<file path="config.mk">
export PLATFORM = sky130hd
export DESIGN_NAME = crc_check
export DESIGN_NICKNAME = d
export VERILOG_FILES = /design/src/rtl/crc_check.sv
export SDC_FILE = /design/constraint.sdc
export NUM_CORES = 1
export LEC_CHECK = 0
export ABC_CLOCK_PERIOD_IN_PS = 2570
export CAP_MARGIN = 0
export CORE_MARGIN = 1
export CORE_UTILIZATION = 36
export CTS_CLUSTER_DIAMETER = 50
export DETAILED_ROUTE_END_ITERATION = 7
export SLEW_MARGIN = 20
export SYNTH_ARGS = -nofsm -noshare
export SYNTH_HDL_FRONTEND = slang
export SYNTH_SLANG_ARGS = --single-unit
</file>
<file path="constraint.sdc">
create_clock -name clk -period 2.57 [get_ports clk]
set_input_delay 0.3855 -clock clk [delete_from_list [all_inputs] [get_ports clk]]
set_output_delay 0.3855 -clock clk [all_outputs]
set_load 0.02 [all_outputs]
</file>
<file path="src/rtl/crc_check.sv">
// Serial frame receiver: 32 data bits then 16 CRC bits (CCITT 0x1021, init 0).
// Define CRC_CHECK_ERR_CNT_EN to build the saturating bad-frame counter.
module crc_check (
  input  logic        clk,
  input  logic        rstn,
  input  logic        enable,
  input  logic        frame_start,
  input  logic        serial_in,
  output logic [31:0] data_out,
  output logic [15:0] crc_rx,
  output logic        crc_ok,
  output logic        crc_err,
  output logic        done_tick,
  output logic        busy,
  output logic [7:0]  err_count
);

  typedef enum logic [1:0] {
    IDLE,
    DATA,
    CRC,
    DONE
  } state_e;

  state_e      state_q, state_d;
  logic [5:0]  cnt_q, cnt_d;
  logic [15:0] eng_q, eng_d;
  logic [31:0] dsh_q, dsh_d;
  logic [15:0] rsh_q, rsh_d;
  logic [31:0] dout_q, dout_d;
  logic [15:0] crx_q, crx_d;
  logic        ok_q, ok_d;
  logic        err_q, err_d;
  logic        consume;
  logic        fb;
  logic        fin;
  logic        match;

  assign consume = enable & ((state_q == DATA) | (state_q == CRC));
  assign fb      = eng_q[15] ^ serial_in;
  assign match   = (eng_q == {rsh_q[14:0], serial_in});
  // frame_start wins over completion on the 48th bit
  assign fin     = consume & (state_q == CRC) & (cnt_q == 6'd47)
                 & ~frame_start;

  always_comb begin
    state_d = state_q;
    cnt_d   = cnt_q;
    eng_d   = eng_q;
    dsh_d   = dsh_q;
    rsh_d   = rsh_q;
    dout_d  = dout_q;
    crx_d   = crx_q;
    ok_d    = ok_q;
    err_d   = err_q;
    unique case (state_q)
      IDLE: ;
      DATA: begin
        if (consume) begin
          dsh_d = {dsh_q[30:0], serial_in};
          eng_d = {eng_q[14:0], 1'b0} ^ (fb ? 16'h1021 : 16'h0000);
          cnt_d = cnt_q + 6'd1;
          if (cnt_q == 6'd31) state_d = CRC;
        end
      end
      CRC: begin
        if (consume) begin
          rsh_d = {rsh_q[14:0], serial_in};
          cnt_d = cnt_q + 6'd1;
          if (cnt_q == 6'd47) state_d = DONE;
        end
      end
      DONE: state_d = IDLE;
      default: state_d = IDLE;
    endcase
    if (fin) begin
      dout_d = dsh_q;
      crx_d  = {rsh_q[14:0], serial_in};
      ok_d   = match;
      err_d  = ~match;
    end
    if (frame_start) begin
      state_d = DATA;
      cnt_d   = 6'd0;
      eng_d   = 16'h0000;
    end
  end

  always_ff @(posedge clk) begin
    if (rstn) begin
      state_q <= IDLE;
      cnt_q   <= 6'd0;
      eng_q   <= 16'h0000;
      dsh_q   <= 32'h0;
      rsh_q   <= 16'h0000;
      dout_q  <= 32'h0;
      crx_q   <= 16'h0000;
      ok_q    <= 1'b0;
      err_q   <= 1'b0;
    end else begin
      state_q <= state_d;
      cnt_q   <= cnt_d;
      eng_q   <= eng_d;
      dsh_q   <= dsh_d;
      rsh_q   <= rsh_d;
      dout_q  <= dout_d;
      crx_q   <= crx_d;
      ok_q    <= ok_d;
      err_q   <= err_d;
    end
  end

`ifdef CRC_CHECK_ERR_CNT_EN
  logic [7:0] ec_q;

  always_ff @(posedge clk) begin
    if (rstn) begin
      ec_q <= 8'h00;
    end else if (fin && !match && ec_q != 8'hFF) begin
      ec_q <= ec_q + 8'd1;
    end
  end

  assign err_count = ec_q;
`else
  assign err_count = 8'h00;
`endif

  assign data_out  = dout_q;
  assign crc_rx    = crx_q;
  assign crc_ok    = ok_q;
  assign crc_err   = err_q;
  assign done_tick = (state_q == DONE);
  assign busy      = (state_q == DATA) | (state_q == CRC);

endmodule

</file>
; Word level (Yosys, flattened, before mapping)
; Cells that the tools add are included.
[totals]
reg_bits = 121
in_bits = 5
[op_classes]
n_eq_ne = 14
n_addsub = 1
reduce_logical = 9
n_bitwise = 9
mux = 7
[ops]
columns = operator, count
row1 = 16-bit equality test, 1
row2 = 16-bit by 13-bit XOR with 16-bit output, 1
row3 = 13-bit 2-to-1 mux, 1
row4 = 5-bit AND reduction, 2
row5 = 2-bit 2-to-1 mux, 4
row6 = "6-bit by 1-bit adder with 6-bit output, second input constant", 1
row7 = "6-bit by 5-bit equality test with 1-bit output, second input constant", 1
row8 = "6-bit equality test, second input constant", 1
row9 = "3-bit by 2-bit != test with 1-bit output, second input constant", 2
row10 = "3-bit != test, second input constant", 2
row11 = 2-bit case mux with 3 select lines, 1
row12 = 2-bit AND reduction, 3
row13 = 1-bit AND, 4
row14 = "2-bit equality test, second input constant", 2
row15 = "2-bit by 1-bit != test with 1-bit output, second input constant", 2
row16 = "2-bit != test, second input constant", 2
row17 = 4-bit nonzero test, 1
row18 = 2-bit OR reduction, 2
row19 = 3-bit nonzero test, 1
row20 = "2-bit by 1-bit equality test with 1-bit output, second input constant", 1
row21 = 1-bit NOT, 2
row22 = 1-bit 2-to-1 mux, 1
row23 = 1-bit bitwise OR, 1
row24 = 1-bit XOR, 1

; Depth between registers and ports, before layout
; Gate-level depths: netlist (run 1).
[logic_depth]
ltp_word = 6
depth_mapped = 8
depth_no_buf = 6

; Worst setup path after synthesis (run 1)
; Ideal clock, no wire load.
[synth_path]
path_type = reg-to-reg
startpoint = reg state_q[0]
endpoint = reg state_q[1]
stages_incl_launch_ff = 7
required_ns = 2.498
n_path_buf = 0
slack_ns = 0.393
t_arrival_ns = 2.105
cell_sequence = dfxtp_1 > inv_1 > ha_1 > nand2_1 > or3_1 > a2111oi_2 > mux2i_1
[synth_between]
elab_chain_cells = 5
[synth_rtl]
columns = element, line
row1 = from (decl), 25  ; state_e state_q, state_d;
row2 = from (signal assigned), 101  ; state_q <= state_d;
row3 = 2-bit by 1-bit equality test with 1-bit output or 2-bit equality test (tied branches), n/a
row4 = 1-bit bitwise OR *, n/a
row5 = net busy, 14  ; output logic busy,
row6 = 1-bit AND *, 39  ; assign consume = enable & ((state_q == DATA) | (state_q == CRC));
row7 = 2-bit != test (no source line), n/a
row8 = 5-bit AND reduction (no source line) *, n/a
; The timed path passes the listed nets; every way through them passes the cells marked *.
; A chain may end at the register's enable or synchronous reset.

; Worst setup path after layout (run 1)
[layout_path]
startpoint = reg state_q[0]
endpoint = out busy
[layout_between]
elab_chain_cells = 2
[layout_rtl]
columns = element, line
row1 = 2-bit by 1-bit equality test with 1-bit output or 2-bit equality test (tied branches), 134  ; assign busy = (state_q == DATA) | (state_q == CRC);
row2 = 1-bit bitwise OR *, 134
row3 = to (decl), 14
; Every way passes the cells marked *; elsewhere a longest branch is shown, timed or not.

==> metrics.csv, run 1 <==
metric,value,unit
Final Hold Viols,0,
post-synth cell types,37,
Worst Path Required,2180,ps
DP Wirelength,6270,um
worst hold path class,input pin to flop,
flop2flop setup slack,310,ps
number of port buffers,56,
n_diodes,0,
critical path peak fanout,6,
Final Util,0.469,
Most used DFF post-synth,dfxtp_1,
TritonCTS clock tree,built,
max-slew violations,0,
first-pass GRT wire length,16400,um
main combinational cell family by area after synthesis,simple AND/OR/NAND/NOR gates,
synthesis warning total,0,
leakage power,2.04,nW
maximum clock rate,0.424,GHz
First DRT Iteration DRCs,206,
initial antenna violation count,0,
hold path depth,2,
clock period minus worst slack,2360,ps
DRT antenna net count,0,
multi-input logic area,0.00202,sq mm
vias in the first global route,3524,
worst path cell trace,inv_1 > ha_1 > clkdlybuf4s50_1,
startpoint types,flop,
gr usage total,0.158,
RR Startpoint,state_q[0]$_SDFFE_PP0P_,
HP Start,rstn,
Clock Tree Buf Depth,2,
Avg Inst Size Synth,7.97,sq um
setup bufs post-CTS,0,
pre-CTS setup slack,208,ps
initial core utilization,0.368,
Vias/cell,4.68,
drt first pass iters,4,
Worst Clk Skew,13.0,ps
switching part of the total,0.214,
hold_buf cts,0,
sw power,0.000944,W
number of primary I/O pins,65,
Int Pwr,0.00347,W
CP Capture Type,output pin,
Slew headroom,0.584,
mux contribution to synthesized area,0.00215,
Die X-Extent,116,um
total gr overflow,0,
fin crit share,0.918,
Final GP Congestion,0.739,
cell family with most CP delay,buffers and inverters,
final net count,638,
via count,3792,
MaxCap Viol Count,0,
CTS root buf,clkbuf_16,
CTS resizes,0,
Avg WL per Cell,11.8,um
Worst VDD drop,0.492,mV
final-layout fill cell count,1265,
Gate power share,0.047,
CP Depth,3,
final hold slack,348,ps
largest net degree at the start of global routing,64,
Hold Path Sink,data_out[0]$_SDFFE_PP0P_,
layout cells sized above 1,0.0704,
post-synthesis adder-cell area fraction,0.0188,
CTS Sinks,121,
crit path kind,flop to output pin,
Max H-tree Level,4,
worst skew pair latency,420,ps
Mapped Area,0.00465,sq mm
Area Overhead vs Synth,27.2,%
cell count after synthesis,583,
Fin Setup TNS,0,ps
unrepaired setup endpoints after global routing,false,
sequential fraction of the synthesis area,0.521,
CP peak stage delay,640,ps
reg2reg end,data_out[11]$_SDFFE_PP0P_,
Register Area,0.00242,sq mm
outcome,completed,
crit path DAT,1970,ps
worst setup margin,211,ps
Inserted Clock Buffers,17,
asr flop ratio synth,0,
Cell Rows,41,
worst-case reg-to-reg path depth,7,
CP Buf/Inv Count,2,
complex-gate fraction of the synthesized area,0.144,
DIE AREA,0.0134,sq mm
PD cells,746,mW/mm^2
Post-Synth Simple-Gate Area,0.220,
Placeable Area,0.0126,sq mm
Die H,116,um
DRT Wirelength,9580,um
Reg power frac,0.430,
DRC,0,
clk slew on worst S/H paths,50,ps
Post-Synth XOR/XNOR Area,0.0415,
Post-synth EDFFs,0,
Slew @ Worst Pin,624,ps
clock power share,0.523,
"FF+latch count, synth",121,
setup violators final,0,
"slowest stage cell, crit path",clkdlybuf4s50_1,
==> layout by cell type, fill, tap and decap left out, types with 2 or more instances in the layout <==
master	n
nand2_1	226
dfxtp_1	121
a21oi_1	114
clkdlybuf4s50_1	55
xor2_1	17
clkbuf_16	17
conb_1	8
ha_1	7
nor2_1	5
xnor2_1	5
clkinv_2	5
buf_4	5
inv_1	4
or3_1	4
nor4_1	4
clkbuf_8	4
nand3_1	3
clkbuf_1	3
buf_12	3
and2_1	2
nand2b_1	2
o21ai_0	2
or2_2	2
o21a_1	2
bufinv_16	2
==> Yosys cell counts (3+ instances only) <==
library cell	instances	share of area
or3_1	4	0.0054
nor4_1	4	0.0054
buf_4	8	0.013
clkbuf_1	29	0.023
xor2_1	17	0.032
buf_2	7	0.0075
dfxtp_1	121	0.52
xnor2_1	5	0.0094
nor2_1	5	0.0040
ha_1	7	0.019
nand2_1	226	0.18
a21oi_1	114	0.12
nand3_1	3	0.0032
inv_1	4	0.0032
==> worst register-to-register path, delay by kind of cell (launching register included) <==
| family | cells | cell delay [ps] |
|---|---|---|
| adder cells (fa/ha/maj) | 1 | 400 |
| AO/OA/AOI/OAI | 1 | 70 |
| flip-flops | 1 | 400 |
| buffers and inverters | 2 | 320 |
| AND/OR/NAND/NOR | 3 | 890 |
==> per-stage QoR <==
| step | total power [W] | area, sq um | instances |
|---|---|---|---|
| floorplan | 0.00209 | 4670 | 590 |
| global placement | 0.00214 | 5330 | 779 |
| detailed placement | 0.00214 | 5330 | 779 |
| CTS | 0.00445 | 5910 | 811 |
| global route | 0.00458 | 5910 | 811 |
| finish | 0.00441 | 5910 | 811 |
==> power groups by stage <==
stage	sequential (W)	combinational, W	clock [W]
after floorplan	0.00193	0.000159	0
final	0.00190	0.000207	0.00231
after CTS	0.00189	0.000209	0.00235
after detailed placement	0.00193	0.000208	0
after global routing	0.00189	0.000229	0.00245
after global placement	0.00193	0.000204	0
==> sequential cells by signal (all words and copies together) (netlist names) <==
name	cells
cnt_q	6
rsh_q	15
crc_err	1
eng_q	16
crc_ok	1
crc_rx	16
dsh_q	32
data_out	32
state_q	2
==> logic make-up (layout without fill, tap and decap cells) <==
logic type / count (synthesis) / after routing
XOR/XNOR: 22 / 22
AO/OA/AOI/OAI: 125 / 125
adder cells (fa/ha/maj): 7 / 7
AND/OR/NAND/NOR: 255 / 255
flip-flops: 121 / 121
other: 1 / 8
multiplexers: 1 / 1
buffers and inverters: 51 / 100
==> worst max-delay path by stage <==
stage                                 start                      end  slack, ps
floorplan           state_q[0]$_SDFFE_PP0P_  state_q[1]$_SDFFE_PP0P_        390
global placement                     enable  state_q[1]$_SDFFE_PP0P_        260
global route        state_q[0]$_SDFFE_PP0P_                     busy        110
detailed placement                   enable  state_q[1]$_SDFFE_PP0P_        210
finish              state_q[0]$_SDFFE_PP0P_                     busy        210
CTS                 state_q[0]$_SDFFE_PP0P_                     busy        190
==> metal layers <==
layer / GRT usage / wire (um) / up-vias
li1: - / - / 1963
met1: 0.185 / 4400 / 1753
met2: 0.270 / 4670 / 61
met3: 0.0460 / 339 / 15
met4: 0.0692 / 160 / 0
met5: 0 / 0 / -
==> layout make-up <==
cell class / count / share of cell area
Clock buffer: 24 / 0.0832
Sequential cell: 121 / 0.410
Clock inverter: 8 / 0.0157
Tap cell: 172 / 0.0364
Multi-Input combinational cell: 418 / 0.342
Inverter: 4 / 0.00254
Timing Repair Buffer: 64 / 0.110
Power figures use the tool's default switching activity.
==> inputs of run 2 (changes only) <==
--- a/config.mk
+++ b/config.mk
@@ -15,3 +15,4 @@
 export SYNTH_ARGS = -nofsm -noshare
 export SYNTH_HDL_FRONTEND = slang
 export SYNTH_SLANG_ARGS = --single-unit
+export TNS_END_PERCENT = 1
==> results of run 2 <==
Same layout as run 1: the final DEF is identical, and so are final timing and power.
